[src/rtl/pipe_pkg.sv]
// Shared types and defaults for the elastic inter-stage pipeline register.
package pipe_pkg;

  localparam int unsigned PIPE_CW_DEFAULT = 16;

  typedef enum logic [1:0] {
    PS_EMPTY,
    PS_ONE,
    PS_TWO
  } pipe_state_t;

endpackage

[src/rtl/pipe_stage_elastic_if.sv]
// Valid/ready handshake bundle between two pipeline stages.
interface pipe_stage_elastic_if #(
  parameter int unsigned WIDTH = 32
);

  logic             in_valid;
  logic             in_ready;
  logic [WIDTH-1:0] in_data;
  logic             out_valid;
  logic             out_ready;
  logic [WIDTH-1:0] out_data;

  modport master (
    output in_valid, in_data, out_ready,
    input  in_ready, out_valid, out_data
  );

  modport slave (
    input  in_valid, in_data, out_ready,
    output in_ready, out_valid, out_data
  );

endinterface

[src/rtl/sat_counter.sv]
// Saturating event counter with synchronous clear taking priority over increment.
module sat_counter #(
  parameter int unsigned CW = 16
) (
  input  logic          CLK,
  input  logic          nRST,
  input  logic          inc,
  input  logic          clr,
  output logic [CW-1:0] count
);

  logic [CW-1:0] count_q;
  logic [CW-1:0] count_d;

  always_comb begin
    count_d = count_q;
    if (clr) begin
      count_d = '0;
    end else if (inc && (count_q != {CW{1'b1}})) begin
      count_d = count_q + CW'(1);
    end
  end

  always_ff @(posedge CLK or negedge nRST) begin
    if (!nRST) begin
      count_q <= '0;
    end else begin
      count_q <= count_d;
    end
  end

  assign count = count_q;

endmodule

[src/rtl/pipe_stage_elastic.sv]
// Generic valid/ready pipeline register with optional two-entry skid buffer,
// synchronous flush and saturating stall/drop performance counters.
module pipe_stage_elastic
  import pipe_pkg::*;
#(
  parameter int unsigned WIDTH = 32,
  parameter int unsigned SKID  = 1,
  parameter int unsigned CW    = PIPE_CW_DEFAULT
) (
  input  logic                 CLK,
  input  logic                 nRST,
  pipe_stage_elastic_if.slave  bus,
  input  logic                 flush,
  input  logic                 cnt_clr,
  output logic [CW-1:0]        stall_cnt,
  output logic [CW-1:0]        drop_cnt
);

  pipe_state_t      state_q, state_d;
  logic [WIDTH-1:0] main_q, main_d;
  logic [WIDTH-1:0] skid_q, skid_d;
  logic             rdy_q, rdy_d;

  logic main_v_c;
  logic skid_v_c;
  logic in_ready_c;
  logic accept_c;
  logic fire_c;

  // State register plus payload and registered ready (skid mode).
  always_ff @(posedge CLK or negedge nRST) begin
    if (!nRST) begin
      state_q <= PS_EMPTY;
      main_q  <= '0;
      skid_q  <= '0;
      rdy_q   <= 1'b1;
    end else begin
      state_q <= state_d;
      main_q  <= main_d;
      skid_q  <= skid_d;
      rdy_q   <= rdy_d;
    end
  end

  // Occupancy decode and handshake qualifiers.
  always_comb begin
    main_v_c   = (state_q != PS_EMPTY);
    skid_v_c   = (state_q == PS_TWO);
    in_ready_c = (SKID != 0) ? rdy_q : (!main_v_c || bus.out_ready);
    accept_c   = bus.in_valid && in_ready_c;
    fire_c     = main_v_c && bus.out_ready;
  end

  // Next occupancy; flush overrides every other event.
  always_comb begin
    state_d = state_q;
    if (flush) begin
      state_d = PS_EMPTY;
    end else begin
      unique case (state_q)
        PS_EMPTY: if (accept_c) state_d = PS_ONE;
        PS_ONE: begin
          if (accept_c && !fire_c)      state_d = (SKID != 0) ? PS_TWO : PS_ONE;
          else if (!accept_c && fire_c) state_d = PS_EMPTY;
        end
        PS_TWO:   if (fire_c) state_d = PS_ONE;
        default:  state_d = PS_EMPTY;
      endcase
    end
    rdy_d = (state_d != PS_TWO);
  end

  // Payload movement; vacated slots are zeroed so out_data reads 0 when idle.
  always_comb begin
    main_d = main_q;
    skid_d = skid_q;
    if (flush) begin
      main_d = '0;
      skid_d = '0;
    end else begin
      unique case (state_q)
        PS_EMPTY: if (accept_c) main_d = bus.in_data;
        PS_ONE: begin
          if (accept_c && fire_c)       main_d = bus.in_data;
          else if (accept_c)            skid_d = bus.in_data;
          else if (fire_c)              main_d = '0;
        end
        PS_TWO: begin
          if (fire_c) begin
            main_d = skid_q;
            skid_d = '0;
          end
        end
        default: begin
          main_d = '0;
          skid_d = '0;
        end
      endcase
    end
  end

  assign bus.in_ready  = in_ready_c;
  assign bus.out_valid = main_v_c;
  assign bus.out_data  = main_q;

  sat_counter #(.CW(CW)) u_stall_cnt (
    .CLK   (CLK),
    .nRST  (nRST),
    .inc   (main_v_c && !bus.out_ready),
    .clr   (cnt_clr),
    .count (stall_cnt)
  );

  // A flush counts as a drop only when it actually discards a beat.
  sat_counter #(.CW(CW)) u_drop_cnt (
    .CLK   (CLK),
    .nRST  (nRST),
    .inc   (flush && ((main_v_c && !fire_c) || skid_v_c || accept_c)),
    .clr   (cnt_clr),
    .count (drop_cnt)
  );

endmodule

[src/flat_wrapper.sv]
// flat-port wrapper written by rule: the top's interface ports become plain ports
module pipe_stage_elastic_flat import pipe_pkg::*;
#(
  parameter int unsigned WIDTH = 32,
  parameter int unsigned SKID  = 1,
  parameter int unsigned CW    = PIPE_CW_DEFAULT
)
  (CLK, nRST, flush, cnt_clr, stall_cnt, drop_cnt, bus_in_valid, bus_in_data, bus_out_ready, bus_in_ready, bus_out_valid, bus_out_data);
  pipe_stage_elastic_if #(.WIDTH(WIDTH)) bus_i ();
  input  logic CLK;
  input  logic nRST;
  input  logic flush;
  input  logic cnt_clr;
  output logic [CW-1:0] stall_cnt;
  output logic [CW-1:0] drop_cnt;
  input wire logic [$bits(bus_i.in_valid)-1:0] bus_in_valid;
  input wire logic [$bits(bus_i.in_data)-1:0] bus_in_data;
  input wire logic [$bits(bus_i.out_ready)-1:0] bus_out_ready;
  output wire logic [$bits(bus_i.in_ready)-1:0] bus_in_ready;
  output wire logic [$bits(bus_i.out_valid)-1:0] bus_out_valid;
  output wire logic [$bits(bus_i.out_data)-1:0] bus_out_data;
  assign bus_i.in_valid = bus_in_valid;
  assign bus_i.in_data = bus_in_data;
  assign bus_i.out_ready = bus_out_ready;
  assign bus_in_ready = bus_i.in_ready;
  assign bus_out_valid = bus_i.out_valid;
  assign bus_out_data = bus_i.out_data;
  pipe_stage_elastic #(.WIDTH(WIDTH), .SKID(SKID), .CW(CW)) u_core (.CLK(CLK), .nRST(nRST), .bus(bus_i), .flush(flush), .cnt_clr(cnt_clr), .stall_cnt(stall_cnt), .drop_cnt(drop_cnt));
endmodule
[config.mk]
export PLATFORM = sky130hd
export DESIGN_NAME = pipe_stage_elastic_flat
export DESIGN_NICKNAME = d
export VERILOG_FILES = /design/src/rtl/pipe_pkg.sv /design/src/rtl/pipe_stage_elastic_if.sv /design/src/rtl/sat_counter.sv /design/src/rtl/pipe_stage_elastic.sv /design/src/flat_wrapper.sv
export SDC_FILE = /design/constraint.sdc
export NUM_CORES = 1
export LEC_CHECK = 0
export BUFFER_PORTS_ARGS = -buffer_cell sky130_fd_sc_hd__clkbuf_2
export CAP_MARGIN = 20
export CORE_ASPECT_RATIO = 0.6
export CORE_MARGIN = 10
export CORE_UTILIZATION = 56
export DETAILED_ROUTE_END_ITERATION = 7
export GPL_TIMING_DRIVEN = 0
export MAX_ROUTING_LAYER = met4
export PLACE_DENSITY_LB_ADDON = 0.05
export SLEW_MARGIN = 15
export SYNTH_ARGS = -nofsm -noshare
export SYNTH_HDL_FRONTEND = slang
export SYNTH_HIERARCHICAL = 1
export SYNTH_SLANG_ARGS = --single-unit
[constraint.sdc]
create_clock -name CLK -period 2.65 [get_ports CLK]
set_input_delay 0.6625 -clock CLK [delete_from_list [all_inputs] [get_ports CLK]]
set_output_delay 0.6625 -clock CLK [all_outputs]
set_load 0.01 [all_outputs]
# Word-level counts from Yosys, hierarchy flattened
# Index checks and enable logic that the tools add are counted.
op_classes:
  n_mux: 20
  reduce_logical: 21
  n_eq_ne: 12
  add_sub_neg: 2
op_table:
  columns: ["op", "count"]
  rows:
  - ["$mux 32", 8]
  - ["$pmux 32 s3", 2]
  - ["$mux 16", 4]
  - ["$add 16x1->16 const B", 2]
  - ["$ne 16x16->1 const B", 2]
  - ["$logic_and 1x1->1", 10]
  - ["$mux 2", 5]
  - ["$reduce_and 4->1", 2]
  - ["$ne 3x2->1 const B", 2]
  - ["$ne 3x3->1 const B", 2]
  - ["$pmux 2 s3", 1]
  - ["$reduce_bool 2->1", 3]
  - ["$ne 2x2->1 const B", 2]
  - ["$ne 4x2->1 const B", 1]
  - ["$ne 4x4->1 const B", 1]
  - ["$logic_not 1->1", 3]
  - ["$eq 2x1->1 const B", 1]
  - ["$eq 2x2->1 const B", 1]
  - ["$logic_not 2->1", 1]
  - ["$logic_or 1x1->1", 2]
totals:
  in_bits: 38
  ff_bits: 99
  word_cells: 61

# Longest topological paths before layout
logic_depth:
  depth_word: 10
  ltp_mapped: 10

# Modules after synthesis
# Netlist, hierarchy kept.
modules_own_cells:
  columns: ["mod", "n_inst", "cells_per_inst", "area_per_inst_um2"]
  rows:
  - ["pipe_stage_elastic", 1, 321, 3484.6]
  - ["sat_counter", 2, 98, 942.2]

# Least setup slack after synthesis
# Ideal clock, no wire load.
synth_timing:
  path_type: "input port to flip-flop"
  start: "input flush"
  end: "register u_core.u_drop_cnt.count_q[3], in the netlist u_core/u_drop_cnt/count[3]"
  arrival_time_ps: 2526
  required_time_ps: 2572
  slack_ps: 46
  setup_ps: 78
  path_stages: 7
  cell_sequence: "buf_2 -> buf_1 -> a21boi_0 -> inv_1 -> clkbuf_1 -> or4_2 -> a21oi_1"
synth_via:
  elab_chain_cells: 3
synth_rtl:
  columns: ["item", "line", "source"]
  rows:
  - ["start, declared", "flat_wrapper.sv:12", "input logic flush;"]
  - ["$logic_and 1x1->1", "pipe_stage_elastic.sv:118", ".inc (flush && ((main_v_c && !fire_c) || skid_v_c || accept_c)),"]
  - ["$logic_and 1x1->1", "sat_counter.sv:19", "end else if (inc && (count_q != {CW{1'b1}})) begin"]
  - ["$reduce_bool 2->1 (no source line)", null, null]
  - ["end signal, assigned", "sat_counter.sv:28", "count_q <= count_d;"]
  - ["end, declared", "sat_counter.sv:12", "logic [CW-1:0] count_q;"]
# No other way between the ends.
# A chain may end at the register's enable or synchronous reset.

# Worst setup path after layout
layout_timing:
  start: "register u_core.state_q[0]"
  end: "register u_core.u_drop_cnt.count_q[6], in the netlist u_core/u_drop_cnt/count[6]"
layout_via:
  elab_chain_cells: 9
  word_cells_on_any_way: 10
  cone_classes: "eq/ne (1); reduce/logical (9)"
layout_rtl:
  columns: ["item", "line", "source"]
  rows:
  - ["start, declared", "pipe_stage_elastic.sv:19", "pipe_state_t state_q, state_d;"]
  - ["start signal, assigned", "pipe_stage_elastic.sv:38", "state_q <= state_d;"]
  - ["$reduce_bool 2->1", "pipe_stage_elastic.sv:47", "main_v_c = (state_q != PS_EMPTY);"]
  - ["$logic_and 1x1->1", "pipe_stage_elastic.sv:51", "fire_c = main_v_c && bus.out_ready;"]
  - ["$logic_not 1->1", "pipe_stage_elastic.sv:118", null]
  - ["$logic_and 1x1->1", "pipe_stage_elastic.sv:118", null]
  - ["$logic_or 1x1->1 (*) (2 in a row)", "pipe_stage_elastic.sv:118", null]
  - ["$logic_and 1x1->1 (*)", "pipe_stage_elastic.sv:118", null]
  - ["$logic_and 1x1->1 (*)", "sat_counter.sv:19", null]
  - ["$reduce_bool 2->1 (no source line) (*)", null, null]
# Mark *: on every way between the ends. The rest lies on a longest branch, timed or not.

==> results.json <==
{
  "setup_viol": 0,
  "synth.top_cell.area_share_pct": 45.7,
  "status": "finished clean",
  "antenna_left": 0,
  "track_usage_pct": 21.7,
  "worstSkewPairLatency_ns": 0.35,
  "met3_usage_pct": 4.26,
  "synthCells": 517,
  "ctsHoldBuffers": 0,
  "die_w_um": 146,
  "multi_input_area_um2": 2640,
  "synth_compound_area_share_pct": 20.4,
  "p_leak_nw": 2.93,
  "final_cell_area_um2": 6400,
  "synth_edf_count": 0,
  "fp.dieArea_um2": 14000,
  "power_density_nw_per_um2": 541,
  "coreArea_um2": 9260,
  "crit_fanout": 10,
  "yosysTopAreaCell": "dfrtp_1",
  "drt-initial-drc-count": 416,
  "ioPinCount": 104,
  "synth_commonest_cells": "dfrtp_1 (98), nand2_1 (48), nor3b_1 (32)",
  "hp-class": "in -> async",
  "grt_pass1_vias": 4492,
  "path_class": "reg -> reg",
  "global_route.usage.met1_pct": 30.2,
  "path_clk_slew_ns": 0.07,
  "wirelength_um": 15100,
  "synth_nets": 557,
  "grt-ovfl-total": 0,
  "clock-sinks": 99,
  "viasPerCell": 6.26,
  "worst_ep_required_time_ns": 2.85,
  "io_buffers": 103,
  "r2r_cells": 9,
  "drc_errors": 0,
  "num_antenna_cells": 0,
  "r2r_slack_ns": 0.09,
  "grt_pass1_wl_um": 24100,
  "synth_fa_ha_area_share_pct": 0.466,
  "tightest_slew_ns": 0.815,
  "drive_above_1_share_pct": 33.0,
  "synth-main-ff-cell": "dfrtp_1",
  "gp_congestion": 0.892,
  "htree_levels": 3,
  "dr_total_vias": 4797,
  "arrival_ns": 2.76,
  "row_count": 27,
  "grt_max_degree": 87,
  "clk_path_buf_depth": 2,
  "start_util_pct": 58.0,
  "seq_area_um2": 2480,
  "drv_cap": 0,
  "synth_top_family_by_area": "compound AO/OA/AOI/OAI gates",
  "synth-simple-area-share_pct": 20.0,
  "grt_most_used_layer": "met2",
  "synth.most_common_cell": "dfrtp_1",
  "yosysWarnings": 6,
  "synth.distinct_cells": 53,
  "nFillCells": 737,
  "syn-cell-area_um2": 5370,
  "antenna_found_initial": 0,
  "nets": 671,
  "synth_xor_area_share_pct": 0,
  "synth_mux_area_share_pct": 7.99,
  "worstReg2RegEnd": "u_core/u_drop_cnt/count[6]",
  "final.period_utilization_pct": 96.4,
  "cts-root-buf": "clkbuf_16",
  "reg2reg_from": "u_core/state_q[0]",
  "cts_tree": "yes",
  "dp_hpwl_um": 10800,
  "post_drt_wl_per_cell_um": 19.8,
  "slew_viol_final": 0,
  "first_pass_iters": 5,
  "min_period_ns": 2.56,
  "synth.area.top_cells": "dfrtp_1 (46%), a31o_2 (4.9%), mux2i_1 (4.8%), nor3b_1 (4.5%), a22o_1 (4.1%)",
  "numCtsBuffers": 9,
  "fin_total_pwr_mw": 3.46,
  "dpl_cell_area_um2": 6080,
  "fin_setup_tns_ns": 0,
  "ir_worst_vdd_uv": 358,
  "ys_ff_latch": 99,
  "synthToLayoutAreaGrowth_pct": 19.2,
  "syn_avg_cell_area_um2": 10.4,
  "ys_seq_area_share_pct": 46.2,
  "slew_headroom_pct": 45.5,
  "critPathCaptureType": "flip-flop",
  "use_met2_pct": 32.1,
  "hold_viol_final": 0,
  "hold_ws_ns": 0.153,
  "cp-start-kind": "flip-flop",
  "synthArstFlopShare_pct": 100,
  "timing.fmax_mhz": 391,
  "clock-skew-final_ns": 0.00566,
  "die_h_um": 95.8
}
==> layout by cell type (no fill, tap or decap), drive strengths merged, types with 10 or more instances in the layout <==
master and n:
clkbuf 130, dfrtp 98, nand2 48, o21ai 41, nor3b 33, a31o 32
buf 27, mux2i 26, a22o 25, a21oi 22, mux2 15, o31ai 14
nand4 14, or4 14, nor2 10, nor2b 10, nor4 10
==> state kept, by name (all words and copies together), names as in the netlist <==
name,cells
u_core/state_q,2
u_core/bus.in_ready,1
u_core/u_stall_cnt/count,16
u_core/skid_q,32
u_core/u_drop_cnt/count,16
u_core/bus.out_data,32
==> how the worst max path moves through the flow <==
stage                            startpoint                         end  slack (ns)  depth (start not counted)
after floorplan                       flush  u_core/u_drop_cnt/count[3]        0.05                          7
after detailed placement              flush  u_core/u_drop_cnt/count[3]       -1.01                          8
final                     u_core/state_q[0]  u_core/u_drop_cnt/count[6]        0.09                          9
after global placement                flush  u_core/u_drop_cnt/count[3]       -0.95                          8
after CTS                 u_core/state_q[0]  u_core/u_drop_cnt/count[6]        0.02                         10
after global routing      u_core/state_q[0]  u_core/u_drop_cnt/count[3]      -0.003                          8
==> worst max-delay path, stage by stage (launching register included) <==
cell	delay, ns
dfrtp_1	0.35
buf_2	0.19
buf_2	0.24
or2_2	0.18
nand2_1	0.09
a21boi_4	0.30
clkinvlp_2	0.32
clkbuf_2	0.28
o31ai_1	0.32
a21oi_1	0.13
==> area by class of cell <==
class / count / area share (%)
Timing Repair Buffer: 105 / 8.74
Buffer: 40 / 3.60
Sequential cell: 99 / 38.7
Timing Repair inverter: 1 / 0.0782
Clock inverter: 4 / 0.762
Inverter: 7 / 0.469
Clock buffer: 12 / 3.85
Tap cell: 130 / 2.54
Multi-Input combinational cell: 368 / 41.2
==> cell families after synthesis <==
kind of cell             after synthesis
buffers and inverters                 50
flip-flops                            99
adder cells (fa/ha/maj)                2
AND/OR/NAND/NOR                      172
AO/OA/AOI/OAI                        153
multiplexers                          41
==> layer usage <==
metal | part of all wire, % | vias up
li1 | - | 2190
met2 | 45 | 191
met4 | 1.1 | 0
met3 | 5.6 | 18
met1 | 48 | 2398
met5 | 0 | -
==> power by group <==
group,internal [mW],leakage (nW),switching (mW)
Clock,0.759,0.147,0.561
Sequential,1.58,1.36,0.0438
Combinational,0.197,1.42,0.327
Total,2.53,2.93,0.932
==> metrics by stage <==
step	instances	setup WS, ns	util [%]
after floorplan	517	0.0460	-
after global placement	750	-0.951	65.3
after detailed placement	751	-1.01	65.7
after CTS	765	0.0230	69.0
after global routing	766	-0.00286	69.2
final	766	0.0946	69.2
==> what timing repair did <==
item / in CTS / in global routing
cloned: 0 / 1
hold endpoints to repair: 0 / 0
setup endpoints to repair: 18 / 26
gates resized for setup: 4 / 9
buffers inserted: 0 / 1
pin swaps: 0 / 1
Power figures use the tool's default switching activity.
